$ cat src/rtl/csr_issue_pkg.sv
// Shared types for the CSR issue block.
//   csr_op_t          : operation presented on csr_write (none/write/set/clear)
//   F3_CSRR*          : Zicsr funct3 encodings
//   csr_issue_state_t : issue FSM states
//   ecause_t          : exception cause codes returned to writeback
package csr_issue_pkg;

  localparam int CSR_AW = 12;
  localparam int CSR_DW = 32;

  typedef enum logic [1:0] {
    CSR_NONE  = 2'b00,
    CSR_WRITE = 2'b01,
    CSR_SET   = 2'b10,
    CSR_CLEAR = 2'b11
  } csr_op_t;

  localparam logic [2:0] F3_CSRRW  = 3'b001;
  localparam logic [2:0] F3_CSRRS  = 3'b010;
  localparam logic [2:0] F3_CSRRC  = 3'b011;
  localparam logic [2:0] F3_CSRRWI = 3'b101;
  localparam logic [2:0] F3_CSRRSI = 3'b110;
  localparam logic [2:0] F3_CSRRCI = 3'b111;

  typedef enum logic [1:0] {
    ST_IDLE,
    ST_DRAIN,
    ST_ISSUE,
    ST_RESP
  } csr_issue_state_t;

  // Code 0 doubles as the idle value of rsp_cause when no exception is reported.
  typedef enum logic [3:0] {
    IMISALIGN = 4'd0,
    IACCESS   = 4'd1,
    IILLEGAL  = 4'd2,
    BREAKPT   = 4'd3,
    ECALL_M   = 4'd11
  } ecause_t;

endpackage

$ cat src/rtl/csr_issue_if.sv
// CSR read/write port between the issue block (master) and the CSR file (slave).
//   csr_addr  : CSR address
//   csr_write : operation, CSR_NONE outside the single issue cycle
//   csr_wdata : operand
//   csr_error : unimplemented CSR or write to read-only CSR
//   csr_rdata : pre-write CSR value
interface csr_issue_if;
  import csr_issue_pkg::*;

  logic [CSR_AW-1:0] csr_addr;
  csr_op_t           csr_write;
  logic [CSR_DW-1:0] csr_wdata;
  logic              csr_error;
  logic [CSR_DW-1:0] csr_rdata;

  modport master (output csr_addr, csr_write, csr_wdata, input csr_error, csr_rdata);
  modport slave  (input csr_addr, csr_write, csr_wdata, output csr_error, csr_rdata);
endinterface

$ cat src/rtl/csr_op_decode.sv
// Combinational Zicsr decode.
//   funct3    : instruction funct3
//   rs1_field : rs1 index / uimm field
//   rs1_val   : rs1 register value
//   op        : CSR operation (set/clear with a zero rs1 field become pure reads)
//   operand   : rs1 value or zero-extended uimm
//   illegal   : funct3 000/100 (not a CSR instruction)
module csr_op_decode
  import csr_issue_pkg::*;
(
  input  logic [2:0]  funct3,
  input  logic [4:0]  rs1_field,
  input  logic [31:0] rs1_val,
  output csr_op_t     op,
  output logic [31:0] operand,
  output logic        illegal
);

  always_comb begin
    op      = CSR_NONE;
    illegal = 1'b0;
    operand = funct3[2] ? {27'b0, rs1_field} : rs1_val;
    case (funct3)
      F3_CSRRW, F3_CSRRWI: op = CSR_WRITE;
      F3_CSRRS, F3_CSRRSI: op = (rs1_field != 5'd0) ? CSR_SET : CSR_NONE;
      F3_CSRRC, F3_CSRRCI: op = (rs1_field != 5'd0) ? CSR_CLEAR : CSR_NONE;
      default:             illegal = 1'b1;
    endcase
  end

endmodule

$ cat src/rtl/csr_issue.sv
// Requester side of the CSR port: accepts one Zicsr instruction, issues it on
// the CSR port for exactly one cycle and returns rd data or an illegal-
// instruction exception to writeback. One instruction in flight.
// Ports:
//   clk, reset            : clock, asynchronous active-high reset
//   req_*                 : instruction from execute (valid/ready, insn, rs1, pc, kill)
//   pipe_empty            : no older instruction in flight (serialising build only)
//   csr                   : CSR port (master side)
//   rsp_*                 : response to writeback (valid/ready, rd, data, exc, cause, tval)
//   flush, flush_pc       : refetch pulse after a completed CSR op (serialising build only)
// Optional feature: define CSR_SERIALIZE_EN to wait in DRAIN for pipe_empty
// before issuing and to request a refetch afterwards.
module csr_issue
  import csr_issue_pkg::*;
(
  input  logic        clk,
  input  logic        reset,
  input  logic        req_valid,
  output logic        req_ready,
  input  logic [31:0] req_insn,
  input  logic [31:0] req_rs1,
  input  logic [29:0] req_pc,
  input  logic        req_kill,
  input  logic        pipe_empty,
  csr_issue_if.master csr,
  output logic        rsp_valid,
  input  logic        rsp_ready,
  output logic [4:0]  rsp_rd,
  output logic [31:0] rsp_data,
  output logic        rsp_exc,
  output ecause_t     rsp_cause,
  output logic [31:0] rsp_tval,
  output logic        flush,
  output logic [29:0] flush_pc
);

  csr_issue_state_t state_q;
  logic        req_ready_q;
  logic [31:0] insn_q;
  logic [31:0] rs1_q;
  logic [11:0] csr_addr_q;
  csr_op_t     csr_write_q;
  logic [31:0] csr_wdata_q;
  logic        rsp_valid_q;
  logic [4:0]  rsp_rd_q;
  logic [31:0] rsp_data_q;
  logic        rsp_exc_q;
  ecause_t     rsp_cause_q;
  logic [31:0] rsp_tval_q;

  // In IDLE decode straight from the request port so the CSR port registers
  // can be loaded on the accept edge; later states decode the latched copy.
  logic        idle_w;
  logic [2:0]  dec_funct3_d;
  logic [4:0]  dec_rs1f_d;
  logic [31:0] dec_rs1_d;
  logic [11:0] dec_addr_d;
  csr_op_t     dec_op;
  logic [31:0] dec_operand;
  logic        dec_illegal;

  assign idle_w       = (state_q == ST_IDLE);
  assign dec_funct3_d = idle_w ? req_insn[14:12] : insn_q[14:12];
  assign dec_rs1f_d   = idle_w ? req_insn[19:15] : insn_q[19:15];
  assign dec_addr_d   = idle_w ? req_insn[31:20] : insn_q[31:20];
  assign dec_rs1_d    = idle_w ? req_rs1 : rs1_q;

  csr_op_decode u_decode (
    .funct3    (dec_funct3_d),
    .rs1_field (dec_rs1f_d),
    .rs1_val   (dec_rs1_d),
    .op        (dec_op),
    .operand   (dec_operand),
    .illegal   (dec_illegal)
  );

`ifdef CSR_SERIALIZE_EN
  logic [29:0] pc_q;
  logic        flush_q;
  logic [29:0] flush_pc_q;
`endif

  always_ff @(posedge clk or posedge reset) begin
    if (reset) begin
      state_q     <= ST_IDLE;
      req_ready_q <= 1'b1;
      insn_q      <= '0;
      rs1_q       <= '0;
      csr_addr_q  <= '0;
      csr_write_q <= CSR_NONE;
      csr_wdata_q <= '0;
      rsp_valid_q <= 1'b0;
      rsp_rd_q    <= '0;
      rsp_data_q  <= '0;
      rsp_exc_q   <= 1'b0;
      rsp_cause_q <= IMISALIGN;
      rsp_tval_q  <= '0;
`ifdef CSR_SERIALIZE_EN
      pc_q        <= '0;
      flush_q     <= 1'b0;
      flush_pc_q  <= '0;
`endif
    end else begin
`ifdef CSR_SERIALIZE_EN
      flush_q <= 1'b0;
`endif
      case (state_q)
        ST_IDLE: begin
          if (req_valid) begin
            insn_q      <= req_insn;
            rs1_q       <= req_rs1;
            req_ready_q <= 1'b0;
`ifdef CSR_SERIALIZE_EN
            pc_q        <= req_pc;
`endif
            if (dec_illegal) begin
              // Not a CSR instruction: nothing to order against, answer at once.
              state_q     <= ST_RESP;
              rsp_valid_q <= 1'b1;
              rsp_exc_q   <= 1'b1;
              rsp_cause_q <= IILLEGAL;
              rsp_tval_q  <= req_insn;
              rsp_rd_q    <= '0;
              rsp_data_q  <= '0;
            end else begin
`ifdef CSR_SERIALIZE_EN
              state_q     <= ST_DRAIN;
`else
              state_q     <= ST_ISSUE;
              csr_addr_q  <= dec_addr_d;
              csr_write_q <= dec_op;
              csr_wdata_q <= dec_operand;
`endif
            end
          end
        end
        ST_DRAIN: begin
`ifdef CSR_SERIALIZE_EN
          if (req_kill) begin
            state_q     <= ST_IDLE;
            req_ready_q <= 1'b1;
          end else if (pipe_empty) begin
            state_q     <= ST_ISSUE;
            csr_addr_q  <= dec_addr_d;
            csr_write_q <= dec_op;
            csr_wdata_q <= dec_operand;
          end
`else
          state_q     <= ST_IDLE;
          req_ready_q <= 1'b1;
`endif
        end
        ST_ISSUE: begin
          // The CSR file commits at this edge; rdata is the pre-write value.
          state_q     <= ST_RESP;
          csr_addr_q  <= '0;
          csr_write_q <= CSR_NONE;
          csr_wdata_q <= '0;
          rsp_valid_q <= 1'b1;
          if (csr.csr_error) begin
            rsp_exc_q   <= 1'b1;
            rsp_cause_q <= IILLEGAL;
            rsp_tval_q  <= insn_q;
            rsp_rd_q    <= '0;
            rsp_data_q  <= '0;
          end else begin
            rsp_exc_q   <= 1'b0;
            rsp_cause_q <= IMISALIGN;
            rsp_tval_q  <= '0;
            rsp_rd_q    <= insn_q[11:7];
            rsp_data_q  <= csr.csr_rdata;
          end
        end
        ST_RESP: begin
          if (rsp_ready) begin
            state_q     <= ST_IDLE;
            req_ready_q <= 1'b1;
            rsp_valid_q <= 1'b0;
            rsp_exc_q   <= 1'b0;
            rsp_cause_q <= IMISALIGN;
            rsp_tval_q  <= '0;
            rsp_rd_q    <= '0;
            rsp_data_q  <= '0;
`ifdef CSR_SERIALIZE_EN
            if (!rsp_exc_q) begin
              flush_q    <= 1'b1;
              flush_pc_q <= pc_q + 30'd1;
            end
`endif
          end
        end
        default: begin
          state_q     <= ST_IDLE;
          req_ready_q <= 1'b1;
        end
      endcase
    end
  end

  assign req_ready     = req_ready_q;
  assign csr.csr_addr  = csr_addr_q;
  assign csr.csr_write = csr_write_q;
  assign csr.csr_wdata = csr_wdata_q;
  assign rsp_valid     = rsp_valid_q;
  assign rsp_rd        = rsp_rd_q;
  assign rsp_data      = rsp_data_q;
  assign rsp_exc       = rsp_exc_q;
  assign rsp_cause     = rsp_cause_q;
  assign rsp_tval      = rsp_tval_q;

`ifdef CSR_SERIALIZE_EN
  assign flush    = flush_q;
  assign flush_pc = flush_pc_q;
`else
  // Without serialisation the drain/refetch inputs have no effect.
  logic unused_serialize_inputs;
  assign unused_serialize_inputs = ^{req_kill, pipe_empty, req_pc};
  assign flush    = 1'b0;
  assign flush_pc = '0;
`endif

endmodule

$ cat src/flat_wrapper.sv
// flat-port wrapper written by rule: the top's interface ports become plain ports
module csr_issue_flat import csr_issue_pkg::*;
  (clk, reset, req_valid, req_ready, req_insn, req_rs1, req_pc, req_kill, pipe_empty, rsp_valid, rsp_ready, rsp_rd, rsp_data, rsp_exc, rsp_cause, rsp_tval, flush, flush_pc, csr_csr_addr, csr_csr_write, csr_csr_wdata, csr_csr_error, csr_csr_rdata);
  csr_issue_if csr_i ();
  input  logic clk;
  input  logic reset;
  input  logic req_valid;
  output logic req_ready;
  input  logic [31:0] req_insn;
  input  logic [31:0] req_rs1;
  input  logic [29:0] req_pc;
  input  logic req_kill;
  input  logic pipe_empty;
  output logic rsp_valid;
  input  logic rsp_ready;
  output logic [4:0] rsp_rd;
  output logic [31:0] rsp_data;
  output logic rsp_exc;
  output ecause_t rsp_cause;
  output logic [31:0] rsp_tval;
  output logic flush;
  output logic [29:0] flush_pc;
  output wire logic [$bits(csr_i.csr_addr)-1:0] csr_csr_addr;
  output wire logic [$bits(csr_i.csr_write)-1:0] csr_csr_write;
  output wire logic [$bits(csr_i.csr_wdata)-1:0] csr_csr_wdata;
  input wire logic [$bits(csr_i.csr_error)-1:0] csr_csr_error;
  input wire logic [$bits(csr_i.csr_rdata)-1:0] csr_csr_rdata;
  assign csr_csr_addr = csr_i.csr_addr;
  assign csr_csr_write = csr_i.csr_write;
  assign csr_csr_wdata = csr_i.csr_wdata;
  assign csr_i.csr_error = csr_csr_error;
  assign csr_i.csr_rdata = csr_csr_rdata;
  csr_issue u_core (.clk(clk), .reset(reset), .req_valid(req_valid), .req_ready(req_ready), .req_insn(req_insn), .req_rs1(req_rs1), .req_pc(req_pc), .req_kill(req_kill), .pipe_empty(pipe_empty), .csr(csr_i), .rsp_valid(rsp_valid), .rsp_ready(rsp_ready), .rsp_rd(rsp_rd), .rsp_data(rsp_data), .rsp_exc(rsp_exc), .rsp_cause(rsp_cause), .rsp_tval(rsp_tval), .flush(flush), .flush_pc(flush_pc));
endmodule
$ cat config.mk
export PLATFORM = sky130hd
export DESIGN_NAME = csr_issue_flat
export DESIGN_NICKNAME = d
export VERILOG_FILES = /design/src/rtl/csr_issue_pkg.sv /design/src/rtl/csr_issue_if.sv /design/src/rtl/csr_op_decode.sv /design/src/rtl/csr_issue.sv /design/src/flat_wrapper.sv
export SDC_FILE = /design/constraint.sdc
export NUM_CORES = 1
export LEC_CHECK = 0
export BUFFER_PORTS_ARGS = -buffer_cell sky130_fd_sc_hd__buf_2
export CAP_MARGIN = 20
export CORE_MARGIN = 3
export CORE_UTILIZATION = 40
export CTS_CLUSTER_DIAMETER = 80
export DETAILED_ROUTE_END_ITERATION = 7
export PLACE_DENSITY = 0.69
export SYNTH_ARGS = -nofsm -noshare
export SYNTH_HDL_FRONTEND = slang
export SYNTH_SLANG_ARGS = --single-unit
$ cat constraint.sdc
create_clock -name clk -period 7 [get_ports clk]
set_input_delay 1.4 -clock clk [delete_from_list [all_inputs] [get_ports clk]]
set_output_delay 1.4 -clock clk [all_outputs]
set_load 0.01 [all_outputs]
Yosys cells after proc, flatten, opt, wreduce, memory -nomap -nowiden
Index checks and enable logic that the tools add are counted.
- equality and inequality tests: 13
- mux-type cells: 47
- reductions and logical operators: 14
- operators by type and width (kind ; count):
    $mux 32 ; 10
    $pmux 32 s3 ; 2
    $pmux 32 s2 ; 1
    $mux 5 ; 5
    $mux 12 ; 2
    $pmux 12 s2 ; 1
    $pmux 5 s3 ; 1
    $mux 2 ; 7
    $mux 4 ; 3
    $pmux 4 s3 ; 1
    $eq 3x3->1 const B ; 3
    $pmux 1 s3 ; 3
    $ne 2x2->1 const B ; 4
    $pmux 2 s4 ; 1
    $mux 1 ; 7
    $eq 3x2->1 const B ; 2
    $pmux 2 s3 ; 1
    $reduce_and 3->1 ; 2
    $reduce_bool 3->1 ; 2
    $reduce_or 2->1 ; 3
    $reduce_or 6->1 ; 1
    $reduce_bool 5->1 ; 1
    $eq 2x2->1 const B ; 2
    $pmux 2 s2 ; 1
    other kinds (7) ; 8
- register bits after elaboration: 156
- input bits: 133
- logic and storage cells: 86

Logic depth before layout (Yosys ltp)
- depth after elaboration: 8
- gate-level depth with buffers: 6
- depth with buffers taken out: 3

Cells and area by module
Synthesis repeated with hierarchy kept, for this count alone.
- cell total of the unflattened synthesis: 669
- area, all modules: 8563.2 µm²
- by module, submodules not included (module ; times used ; cells an instance ; area an instance (µm²)):
    csr_issue ; 1 ; 628 ; 8272.9
    csr_op_decode ; 1 ; 41 ; 290.3

Worst setup path after synthesis
No wires, ideal clock.
- path kind: input to register
- start point: input port rsp_ready
- end point: register u_core.rsp_tval_q[0], in the netlist u_core.rsp_tval[0]
- setup time: 0.125 ns
- arrival time: 2.293 ns
- path slack: 4.583 ns
- cell stages on the path: 4
- cells stage by stage: nand2b_1 -> a21oi_2 -> buf_4 -> mux2_2
- longest elaborated chain between the ends: 2
- ends and longest elaborated chain (what ; line ; text):
    start, declared ; flat_wrapper.sv:15 ; input logic rsp_ready;
    $ne 2x2->1 (no line) ; - ;
    $reduce_and 4->1 (no line) ; - ;
    end signal, assigned ; csr_issue.sv:122 ; rsp_tval_q <= req_insn;
    end signal, assigned ; csr_issue.sv:163 ; rsp_tval_q <= insn_q;
    end, declared ; csr_issue.sv:49 ; logic [31:0] rsp_tval_q;
Every way passes these cells.
A chain may end at the register's enable or synchronous reset.

Worst setup path after layout
Same ends and word-level chain as after synthesis.

==> metrics <==
R2R setup slack=4.06 ns; DR DRC count=0; CTS tree=done; status=complete, no violations; Buffers on Ports=219; TritonCTS Buffers=17; Hold WC Path Type=flip-flop to flip-flop; clk_skew=0.0154 ns; Ant. Diodes=0; Seq/Total Area, Yosys=0.564; CP Capture Type=flip-flop; Fillers=1,418; EDFF count, synth=0; Critical-path top delay cell=a21oi_4; CP bufs+invs=2; Hold Vio Cnt, Final=0; Leak=4.47 nW; Core Rows=46; Max-cap violations=0; Placed Area=7830 um^2; mean area per synthesized cell=12.7 um^2; critical path type=input pin to flip-flop; WL/cell=17.4 um; Synth top area share=0.560; CTS resizes=0; Post-synth top flop=dfrtp_1; vias per cell=5.02; Pre-Repair DR Iteration Count=4; unique cell type count in the Yosys netlist=36; vias=4,861; share of cells above drive strength 1=0.432; die width=136 um; worst r2r src=u_core.state_q[0]$_DFFE_PP0P_; max incr delay on CP=0.72 ns; Post-DRT Antenna Nets=0; Ports=286; synth warn=0; Seq cells post-synth=152; H-Tree Level Count=4; GRT overflow=0; Total Routed Length=16.8 mm; number of global-route vias before repair=5,042; Pwr per Cell Area=468 nW/um^2; crit path cell chain=buf_2, nand2b_1, a21oi_4, buf_4, mux2_2; clock sink count=152; Arr. time, crit path=3.44 ns; Worst-Margin Slew=0.845 ns; Async SR Flop Fraction=1.00; Hold Buf Count CTS=0; fin crit share=0.450; post-DP HPWL=11.7 mm; Rel. slew slack=0.436; NetSw=1.39 mW; Skew-Pair Late Insertion Delay=0.42 ns; Initial Util=0.417; Clock power frac=0.241; root buf cell=clkbuf_16; CTS max path bufs=2; VDD IR max=0.000168 V; Slew Viols, Final=0; initial antenna violation count=0; Final #Nets=874; die area=18,500 um^2; postcts setup bufs=0; largest net degree at the start of global routing=84; power share of the combinational group=0.381; Critical Path RT=7.29 ns; internal power=2.58 mW; sequential share of power=0.378; Gate Count Post-Synth=532; initial DRC count=163; switching power share of the total=0.350; fin crit period=3.15 ns; RSZ-0062 raised after global routing=no; setup TNS=0 ns; Final setup viols=0; Placer Congestion=0.739; most area-consuming cells after synthesis=dfrtp_1, mux2_2, a22o_1; crit start category=input pin; Reg clk slew, reported paths=0.06 ns; Yosys top cell by area=dfrtp_1; f_max=317 MHz; Layout Area Growth over Synthesis=25.7%; hold slack final=0.490 ns; Die Y-Extent=136 um; CP Launch Point=rsp_ready; first-pass GRT wire length=26.3 mm; hold path start=u_core.insn_q[1]$_DFFE_PP0P_; mapped cell area=6750 um^2; Finished Cell Area=8480 um^2; CP max FO=49; CORE AREA=16,200 um^2; Top delay family on crit path=compound AO/OA/AOI/OAI gates; gr usage total=0.182
cells by family after synthesis:
family,Yosys count,share of synthesized area
DFF,152,0.564
muxes,104,0.166
other,1,0.000556
and+or+nand+nor,41,0.0404
AOI/OAI and AO/OA,116,0.130
buffers and inverters,118,0.0988
layout by cell type (no fill, tap or decap), types with 17 or more instances in the layout:
| cell type | instances |
|---|---|
| a22o_1 | 69 |
| buf_2 | 219 |
| clkbuf_16 | 17 |
| conb_1 | 34 |
| dfrtp_1 | 151 |
| inv_1 | 46 |
| mux2_2 | 59 |
| mux2i_1 | 39 |
| nand2_1 | 18 |
| o21ai_0 | 29 |
power groups by stage:
stage               clock (mW)  combinational (mW)  sequential, mW
finish                   0.957                1.51            1.50
detailed placement           0                1.53            1.51
global route              1.03                1.66            1.54
floorplan                    0               0.958            1.57
CTS                      0.985                1.53            1.50
global placement             0                1.47            1.48
path summary, 6_finish.rpt:
kind / cells after the start / to
worst max register to register: 4 / u_core.rsp_tval[0]$_DFFE_PP0P_
min in group asynchronous: 2 / u_core.rsp_data[8]$_DFFE_PP0P_
max in group asynchronous: 4 / u_core.csr.csr_wdata[31]$_DFFE_PP0P_
worst max-delay path: 5 / u_core.rsp_tval[0]$_DFFE_PP0P_
worst min register to register: 1 / u_core.insn_q[1]$_DFFE_PP0P_
worst min-delay path: 1 / u_core.insn_q[1]$_DFFE_PP0P_
synthesized netlist by cell type, types with 2 or more instances:
cell type,number
nand2b_1,2
a211o_1,5
buf_2,8
a22o_1,69
and3b_1,6
nor4b_1,5
mux2_1,6
inv_1,47
clkbuf_1,11
mux2i_1,39
nand2_1,18
o21ai_0,29
nor2_1,2
o22ai_1,2
dfrtp_1,151
buf_6,5
o21ai_1,3
mux2_2,59
buf_4,47
a21oi_1,2
flip-flops by register name, indices dropped and copies added, names as in the netlist:
name,flops
u_core.csr.csr_addr,12
u_core.csr.csr_wdata,32
u_core.csr.csr_write,2
u_core.insn_q,32
u_core.req_ready,1
u_core.rsp_cause,1
u_core.rsp_data,32
u_core.rsp_rd,5
u_core.rsp_tval,32
u_core.rsp_valid,1
u_core.state_q,2
stage by stage:
stage,power [mW],instances,utilization,worst slack (ns)
floorplan,2.53,565,-,1.51
global placement,2.95,936,0.484,3.48
detailed placement,3.04,936,0.484,3.40
CTS,4.02,966,0.522,3.85
global route,4.23,968,0.524,3.75
finish,3.97,968,0.524,3.85
per-layer routing:
metal	vias up	track usage	wire length [um]
li1	2224	-	-
met1	2431	0.221	7120
met2	191	0.312	8340
met3	15	0.0559	1210
met4	0	0.0571	168
met5	-	0	0
final cells by class:
| type | instances | area (um^2) | area share |
|---|---|---|---|
| clock buffers | 19 | 443 | 0.0522 |
| clock inverters | 11 | 171 | 0.0202 |
| inverters | 47 | 181 | 0.0214 |
| multi-input cells | 295 | 2420 | 0.286 |
| flip-flops and latches | 152 | 3800 | 0.449 |
| well taps | 216 | 270 | 0.0319 |
| repair buffers | 228 | 1190 | 0.140 |
Power figures use the tool's default switching activity.
